## src/rtl/ibex_mem_arbiter_if.sv

```systemverilog
// rtl/ibex_mem_arbiter_if.sv - signal bundle between the ibex requesters, the arbiter and magic memory
// Purpose: groups the instruction fetch port, the load/store port and the shared memory port.
// Ports:
//   instr_* : read-only fetch requester (req/addr in; gnt/rvalid/err/rdata out of the arbiter)
//   data_*  : load/store requester (req/we/be/addr/wdata in; gnt/rvalid/err/rdata out of the arbiter)
//   mem_*   : single-outstanding memory (read/write/addr/wdata/mbe out; rdata/resp in to the arbiter)
// Modports: slave = the arbiter's view, master = the environment (requesters plus memory).
interface ibex_mem_arbiter_if #(
   parameter int ADDR_W = 32,
   parameter int DATA_W = 32
);
   localparam int BE_W = DATA_W / 8;

   logic              instr_req_i;
   logic              instr_gnt_o;
   logic              instr_rvalid_o;
   logic              instr_err_o;
   logic [ADDR_W-1:0] instr_addr_i;
   logic [DATA_W-1:0] instr_rdata_o;

   logic              data_req_i;
   logic              data_we_i;
   logic [BE_W-1:0]   data_be_i;
   logic [ADDR_W-1:0] data_addr_i;
   logic [DATA_W-1:0] data_wdata_i;
   logic              data_gnt_o;
   logic              data_rvalid_o;
   logic              data_err_o;
   logic [DATA_W-1:0] data_rdata_o;

   logic              mem_read;
   logic              mem_write;
   logic [ADDR_W-1:0] mem_addr;
   logic [DATA_W-1:0] mem_wdata;
   logic [BE_W-1:0]   mem_mbe;
   logic [DATA_W-1:0] mem_rdata;
   logic              mem_resp;

   modport slave (
      input  instr_req_i, instr_addr_i,
      input  data_req_i, data_we_i, data_be_i, data_addr_i, data_wdata_i,
      input  mem_rdata, mem_resp,
      output instr_gnt_o, instr_rvalid_o, instr_err_o, instr_rdata_o,
      output data_gnt_o, data_rvalid_o, data_err_o, data_rdata_o,
      output mem_read, mem_write, mem_addr, mem_wdata, mem_mbe
   );

   modport master (
      output instr_req_i, instr_addr_i,
      output data_req_i, data_we_i, data_be_i, data_addr_i, data_wdata_i,
      output mem_rdata, mem_resp,
      input  instr_gnt_o, instr_rvalid_o, instr_err_o, instr_rdata_o,
      input  data_gnt_o, data_rvalid_o, data_err_o, data_rdata_o,
      input  mem_read, mem_write, mem_addr, mem_wdata, mem_mbe
   );
endinterface

```

## src/rtl/ibex_mem_arbiter.sv

```systemverilog
// rtl/ibex_mem_arbiter.sv - round-robin arbiter of ibex instr/data ports onto one magic-memory port
// Purpose: grants one requester at a time, holds the latched request on the memory port until
//   mem_resp or a wait timeout, then returns a one-cycle rvalid (err=1 on timeout) to the owner.
// Ports:
//   clk  : sole clock, rising edge
//   rst  : asynchronous active-high reset
//   bus  : ibex_mem_arbiter_if.slave (instr_*, data_*, mem_* signal groups)
// Parameters: ADDR_W, DATA_W (byte enables are DATA_W/8), TIMEOUT (0 disables the timeout).
module ibex_mem_arbiter #(
   parameter int ADDR_W  = 32,
   parameter int DATA_W  = 32,
   parameter int TIMEOUT = 1024
) (
   input logic               clk,
   input logic               rst,
   ibex_mem_arbiter_if.slave bus
);
   localparam int BE_W  = DATA_W / 8;
   localparam int CNT_W = (TIMEOUT > 1) ? $clog2(TIMEOUT) : 1;
   localparam logic [CNT_W-1:0] CNT_LAST = CNT_W'((TIMEOUT > 0) ? TIMEOUT - 1 : 0);

   typedef enum logic {IDLE, BUSY} state_e;

   state_e            state_q, state_d;
   logic              last_d_q;    // 1 = data port was served last
   logic              owner_d_q;   // 1 = in-flight transaction belongs to the data port
   logic              we_q;
   logic [ADDR_W-1:0] addr_q;
   logic [BE_W-1:0]   be_q;
   logic [DATA_W-1:0] wdata_q;
   logic [CNT_W-1:0]  wait_q;

   logic              gnt_instr, gnt_data, grant, finish, timeout;

   logic              instr_rvalid_q, data_rvalid_q, instr_err_q, data_err_q;
   logic [DATA_W-1:0] instr_rdata_q, data_rdata_q;

   always_ff @(posedge clk or posedge rst) begin
      if (rst) state_q <= IDLE;
      else     state_q <= state_d;
   end

   always_comb begin
      state_d   = state_q;
      gnt_instr = 1'b0;
      gnt_data  = 1'b0;
      timeout   = 1'b0;
      case (state_q)
         IDLE: begin
            // Grants are combinational, so they are also masked while reset is held.
            if (!rst) begin
               gnt_data  = bus.data_req_i && (!bus.instr_req_i || !last_d_q);
               gnt_instr = bus.instr_req_i && !gnt_data;
            end
            if (gnt_data || gnt_instr) state_d = BUSY;
         end
         BUSY: begin
            // A response arriving on the last allowed cycle beats the timeout.
            timeout = (TIMEOUT > 0) && !bus.mem_resp && (wait_q == CNT_LAST);
            if (bus.mem_resp || timeout) state_d = IDLE;
         end
         default: state_d = IDLE;
      endcase
   end

   assign grant  = gnt_data || gnt_instr;
   assign finish = (state_q == BUSY) && (bus.mem_resp || timeout);

   always_ff @(posedge clk or posedge rst) begin
      if (rst) begin
         last_d_q       <= 1'b0;
         owner_d_q      <= 1'b0;
         we_q           <= 1'b0;
         addr_q         <= '0;
         be_q           <= '0;
         wdata_q        <= '0;
         wait_q         <= '0;
         instr_rvalid_q <= 1'b0;
         data_rvalid_q  <= 1'b0;
         instr_err_q    <= 1'b0;
         data_err_q     <= 1'b0;
         instr_rdata_q  <= '0;
         data_rdata_q   <= '0;
      end else begin
         instr_rvalid_q <= 1'b0;
         data_rvalid_q  <= 1'b0;
         instr_err_q    <= 1'b0;
         data_err_q     <= 1'b0;
         if (grant) begin
            owner_d_q <= gnt_data;
            last_d_q  <= gnt_data;
            addr_q    <= gnt_data ? bus.data_addr_i : bus.instr_addr_i;
            we_q      <= gnt_data && bus.data_we_i;
            be_q      <= gnt_data ? bus.data_be_i : '1;
            wdata_q   <= gnt_data ? bus.data_wdata_i : '0;
            wait_q    <= '0;
         end else if (finish) begin
            // Timeout returns zero data; a real response is passed through unchanged.
            if (owner_d_q) begin
               data_rvalid_q <= 1'b1;
               data_err_q    <= timeout;
               data_rdata_q  <= timeout ? '0 : bus.mem_rdata;
            end else begin
               instr_rvalid_q <= 1'b1;
               instr_err_q    <= timeout;
               instr_rdata_q  <= timeout ? '0 : bus.mem_rdata;
            end
         end else if (state_q == BUSY) begin
            wait_q <= wait_q + 1'b1;
         end
      end
   end

   assign bus.instr_gnt_o    = gnt_instr;
   assign bus.data_gnt_o     = gnt_data;
   assign bus.instr_rvalid_o = instr_rvalid_q;
   assign bus.instr_err_o    = instr_err_q;
   assign bus.instr_rdata_o  = instr_rdata_q;
   assign bus.data_rvalid_o  = data_rvalid_q;
   assign bus.data_err_o     = data_err_q;
   assign bus.data_rdata_o   = data_rdata_q;

   assign bus.mem_read  = (state_q == BUSY) && !we_q;
   assign bus.mem_write = (state_q == BUSY) && we_q;
   assign bus.mem_addr  = (state_q == BUSY) ? addr_q  : '0;
   assign bus.mem_wdata = (state_q == BUSY) ? wdata_q : '0;
   assign bus.mem_mbe   = (state_q == BUSY) ? be_q    : '0;
endmodule

```

## src/flat_wrapper.sv

```systemverilog
// flat-port wrapper written by rule: the top's interface ports become plain ports
module ibex_mem_arbiter_flat 
#(
   parameter int ADDR_W  = 32,
   parameter int DATA_W  = 32,
   parameter int TIMEOUT = 1024
)
  (clk, rst, bus_instr_req_i, bus_instr_addr_i, bus_data_req_i, bus_data_we_i, bus_data_be_i, bus_data_addr_i, bus_data_wdata_i, bus_mem_rdata, bus_mem_resp, bus_instr_gnt_o, bus_instr_rvalid_o, bus_instr_err_o, bus_instr_rdata_o, bus_data_gnt_o, bus_data_rvalid_o, bus_data_err_o, bus_data_rdata_o, bus_mem_read, bus_mem_write, bus_mem_addr, bus_mem_wdata, bus_mem_mbe);
  ibex_mem_arbiter_if #(.ADDR_W(ADDR_W), .DATA_W(DATA_W)) bus_i ();
  input logic clk;
  input logic rst;
  input wire logic [$bits(bus_i.instr_req_i)-1:0] bus_instr_req_i;
  input wire logic [$bits(bus_i.instr_addr_i)-1:0] bus_instr_addr_i;
  input wire logic [$bits(bus_i.data_req_i)-1:0] bus_data_req_i;
  input wire logic [$bits(bus_i.data_we_i)-1:0] bus_data_we_i;
  input wire logic [$bits(bus_i.data_be_i)-1:0] bus_data_be_i;
  input wire logic [$bits(bus_i.data_addr_i)-1:0] bus_data_addr_i;
  input wire logic [$bits(bus_i.data_wdata_i)-1:0] bus_data_wdata_i;
  input wire logic [$bits(bus_i.mem_rdata)-1:0] bus_mem_rdata;
  input wire logic [$bits(bus_i.mem_resp)-1:0] bus_mem_resp;
  output wire logic [$bits(bus_i.instr_gnt_o)-1:0] bus_instr_gnt_o;
  output wire logic [$bits(bus_i.instr_rvalid_o)-1:0] bus_instr_rvalid_o;
  output wire logic [$bits(bus_i.instr_err_o)-1:0] bus_instr_err_o;
  output wire logic [$bits(bus_i.instr_rdata_o)-1:0] bus_instr_rdata_o;
  output wire logic [$bits(bus_i.data_gnt_o)-1:0] bus_data_gnt_o;
  output wire logic [$bits(bus_i.data_rvalid_o)-1:0] bus_data_rvalid_o;
  output wire logic [$bits(bus_i.data_err_o)-1:0] bus_data_err_o;
  output wire logic [$bits(bus_i.data_rdata_o)-1:0] bus_data_rdata_o;
  output wire logic [$bits(bus_i.mem_read)-1:0] bus_mem_read;
  output wire logic [$bits(bus_i.mem_write)-1:0] bus_mem_write;
  output wire logic [$bits(bus_i.mem_addr)-1:0] bus_mem_addr;
  output wire logic [$bits(bus_i.mem_wdata)-1:0] bus_mem_wdata;
  output wire logic [$bits(bus_i.mem_mbe)-1:0] bus_mem_mbe;
  assign bus_i.instr_req_i = bus_instr_req_i;
  assign bus_i.instr_addr_i = bus_instr_addr_i;
  assign bus_i.data_req_i = bus_data_req_i;
  assign bus_i.data_we_i = bus_data_we_i;
  assign bus_i.data_be_i = bus_data_be_i;
  assign bus_i.data_addr_i = bus_data_addr_i;
  assign bus_i.data_wdata_i = bus_data_wdata_i;
  assign bus_i.mem_rdata = bus_mem_rdata;
  assign bus_i.mem_resp = bus_mem_resp;
  assign bus_instr_gnt_o = bus_i.instr_gnt_o;
  assign bus_instr_rvalid_o = bus_i.instr_rvalid_o;
  assign bus_instr_err_o = bus_i.instr_err_o;
  assign bus_instr_rdata_o = bus_i.instr_rdata_o;
  assign bus_data_gnt_o = bus_i.data_gnt_o;
  assign bus_data_rvalid_o = bus_i.data_rvalid_o;
  assign bus_data_err_o = bus_i.data_err_o;
  assign bus_data_rdata_o = bus_i.data_rdata_o;
  assign bus_mem_read = bus_i.mem_read;
  assign bus_mem_write = bus_i.mem_write;
  assign bus_mem_addr = bus_i.mem_addr;
  assign bus_mem_wdata = bus_i.mem_wdata;
  assign bus_mem_mbe = bus_i.mem_mbe;
  ibex_mem_arbiter #(.ADDR_W(ADDR_W), .DATA_W(DATA_W), .TIMEOUT(TIMEOUT)) u_core (.clk(clk), .rst(rst), .bus(bus_i));
endmodule
```

## config.mk

```make
export PLATFORM = sky130hd
export DESIGN_NAME = ibex_mem_arbiter_flat
export DESIGN_NICKNAME = d
export VERILOG_FILES = /design/src/rtl/ibex_mem_arbiter_if.sv /design/src/rtl/ibex_mem_arbiter.sv /design/src/flat_wrapper.sv
export SDC_FILE = /design/constraint.sdc
export NUM_CORES = 1
export LEC_CHECK = 0
export BUFFER_PORTS_ARGS = -buffer_cell sky130_fd_sc_hd__buf_2
export CAP_MARGIN = 20
export CORE_UTILIZATION = 35
export DETAILED_ROUTE_END_ITERATION = 16
export GPL_ROUTABILITY_DRIVEN = 1
export PLACE_DENSITY_LB_ADDON = 0.1
export SETUP_SLACK_MARGIN = 0.4
export SKIP_CTS_REPAIR_TIMING = 1
export SLEW_MARGIN = 20
export SYNTH_ARGS = -nofsm -noshare
export SYNTH_HDL_FRONTEND = slang
export SYNTH_SLANG_ARGS = --single-unit
```

## constraint.sdc

```tcl
create_clock -name clk -period 5.4 [get_ports clk]
set_clock_uncertainty 0.05 [all_clocks]
set_input_delay 0.27 -clock clk [delete_from_list [all_inputs] [get_ports clk]]
set_output_delay 0.27 -clock clk [all_outputs]
set_load 0.02 [all_outputs]
```

==> flow_metrics.py <==
metrics = {
    "clock_tree": {
        "clockBufferDepth": 2,
        "cts_tree": "yes",
        "clockRootBuffer": "clkbuf_16",
        "htreeDepth": 4,
        "path_clk_slew_ns": 0.06,
        "cts.sinks": 149,
        "clk_latency_ns": 0.42,
        "cts_made_buffers": 17,
    },
    "setup_path": {
        "r2r_end": "u_core.wdata_q[19]",
        "crit_chain": "nor2_1 -> nand3_1 -> buf_4 -> inv_2 -> buf_2",
        "crit_slowest_cell": "dfrtp_4",
        "critical_path_buf_inv_count": 3,
        "path_delay_family": "buffers and inverters",
        "path_max_fanout": 76,
        "required_ns": 5.08,
        "ff2ff_path_depth": 5,
        "critPathMaxStageDelay_ns": 0.72,
        "start_kind": "register",
        "r2r_slack_ns": 3.06,
        "worstSetupPathType": "register to output port",
        "r2r-start": "u_core.state_q",
        "arrival_ns": 2.62,
        "crit_path_end_kind": "output port",
    },
    "logic_synthesis": {
        "synth-seq-cells": 149,
        "syn_avg_cell_area_um2": 11.7,
        "synthDominantCellAreaShare": 0.607,
        "synth_enable_flop_cells": 0,
        "synth_cell_types": 38,
        "yosysTopAreaCell": "dfrtp_1",
        "syn-num-nets": 665,
        "synth_common_cells": "149 x dfrtp_1, 97 x a22o_1, 71 x nor2_1",
        "yosysMostFrequentCell": "dfrtp_1",
        "synth-seq-area-share": 0.607,
        "synth_area_um2": 6140,
        "synthArstFlopShare": 1.00,
        "synthCells": 526,
        "ys_warn_count": 0,
        "synth_ff_type": "dfrtp_1",
        "synthTopCellsByArea": "dfrtp_1 61%, a22o_1 14%, and2_1 7.0%, nor2_1 4.3%, o22ai_1 3.3%",
    },
    "global_routing": {
        "grt_pass1_vias": 5226,
        "grt_max_degree": 79,
        "grtUsageMet1": 0.259,
        "antenna_found_initial": 0,
        "busiest_layer": "met2",
        "gr-usage-met2": 0.312,
        "grtUsageMet3": 0.0559,
        "grt_usage": 0.197,
        "grt_pass1_wl_um": 27500,
        "grt-ovfl-total": 0,
    },
    "status": {
        "violations": "negative hold slack",
        "outcome": "finished with violations",
    },
    "sta": {
        "rsz0062_at_grt": "no",
        "setup_viol": 0,
        "timing.final.crit_period_ns": 2.94,
        "hold_viol_final": 77,
        "fin_hold_ws_ns": -0.0782,
        "slew_headroom": 0.405,
        "fin_crit_sh": 0.544,
        "worstMarginPinSlew_ns": 0.892,
        "slew_viol_final": 0,
        "fmax_ghz": 0.340,
        "fin_setup_tns_ns": 0,
    },
    "die": {
        "dieArea_um2": 18100,
        "pin_count": 278,
        "rows": 48,
        "die_x_um": 134,
        "start_util": 0.356,
        "core_um2": 17200,
        "die_h_um": 134,
    },
    "route": {
        "drc": 0,
        "drtIter0Drc": 299,
        "wl_um": 17100,
        "wl_per_cell_um": 16.7,
        "final_antenna_net_count": 0,
        "firstDrtPassIters": 4,
        "vias": 5115,
        "avgViaCountPerCell": 5.00,
    },
    "power": {
        "peakVddDrop_mv": 0.268,
        "p_leak_nw": 4.33,
        "power_mw": 4.21,
        "power.density_nw_per_um2": 509,
    },
    "finish": {
        "final_area_um2": 8280,
        "final.fill_count": 1641,
        "syn_to_final_growth_pct": 34.9,
        "utilization": 0.481,
        "layout-drive-gt1-share": 0.408,
        "layout.nets": 926,
        "final_cells": 1024,
        "diodes": 0,
    },
    "placed_design": {
        "place_area_um2": 7660,
        "detailed_place_hpwl_um": 11400,
        "placement.io_buffers": 277,
        "place_congestion": 0.757,
        "placedCellCount": 993,
    },
    "hold_path": {
        "holdCritPathClass": "input port to async pin",
    },
    "flow_run": {
        "maxCapViolCount": 0,
    },
}
[through the flow]
stage	setup WS, ns	hold WS [ns]
after global routing	2.20	0.00122
final	2.46	-0.0782
after CTS	2.09	-0.0344
after floorplan	1.07	0.346
after global placement	2.62	0.421
after detailed placement	2.55	0.421
[layer usage]
metal	share of wire	vias to the layer above
met5	0	-
met4	0.014	0
met3	0.075	18
met2	0.47	198
met1	0.45	2487
li1	-	2412
[power breakdown]
part	internal [mW]	leakage [nW]	switching, mW
combinational	0.525	2.19	0.763
clock	0.787	0.305	0.466
sequential	1.46	1.84	0.209
[registers in the layout, summed over array words and instances, names as in the netlist]
register,count
u_core.we_q,1
u_core.be_q,4
u_core.bus.instr_rvalid_o,1
u_core.wdata_q,32
u_core.bus.instr_rdata_o,32
u_core.bus.data_rdata_o,32
u_core.state_q,1
u_core.bus.data_rvalid_o,1
u_core.wait_q,10
u_core.owner_d_q,1
u_core.bus.data_err_o,1
u_core.addr_q,32
u_core.bus.instr_err_o,1
[final cells by class]
class,instances,area [um^2],area share
Tap cell,225,282,0.0340
Clock buffer,20,447,0.0539
Timing Repair Buffer,284,1440,0.174
Sequential cell,149,3730,0.451
Inverter,8,35.0,0.00423
Clock inverter,11,174,0.0210
Multi-Input combinational cell,327,2170,0.263
[worst max path at each step]
stage | startpoint | end | slack [ns] | cells past startpoint
2_1_floorplan | rst | u_core.addr_q[0] | 1.07 | 1
3_3_place_gp | u_core.state_q | bus_data_gnt_o | 2.62 | 5
3_5_place_dp | u_core.state_q | bus_data_gnt_o | 2.55 | 5
4_1_cts | u_core.state_q | bus_data_gnt_o | 2.09 | 5
5_1_grt | u_core.state_q | bus_data_gnt_o | 2.20 | 5
6_report | u_core.state_q | bus_data_gnt_o | 2.46 | 5
[cell families after synthesis]
logic type / Yosys count / synth area share
buffers and inverters: 50 / 0.0393
DFF: 149 / 0.607
adders and majority gates: 1 / 0.00204
AOI/OAI and AO/OA: 152 / 0.200
and+or+nand+nor: 174 / 0.151
[cell usage in the layout (no fill, tap or decap), types with 2 or more instances in the layout]
cell type / count
buf_2: 277
dfrtp_1: 148
a22o_1: 97
nor2_1: 70
and2_1: 69
o22ai_1: 32
clkbuf_16: 17
nand2_1: 9
buf_4: 7
nand3_1: 6
a21oi_1: 5
o22a_1: 4
inv_1: 4
bufinv_16: 4
inv_2: 3
nor3_1: 3
o31ai_1: 3
or4_1: 3
inv_6: 3
clkinv_4: 3
nand2b_1: 2
and3_1: 2
nor2b_1: 2
a211oi_1: 2
clkinv_2: 2
clkbuf_1: 2
No activity file was read; power rests on OpenSTA's default activity.
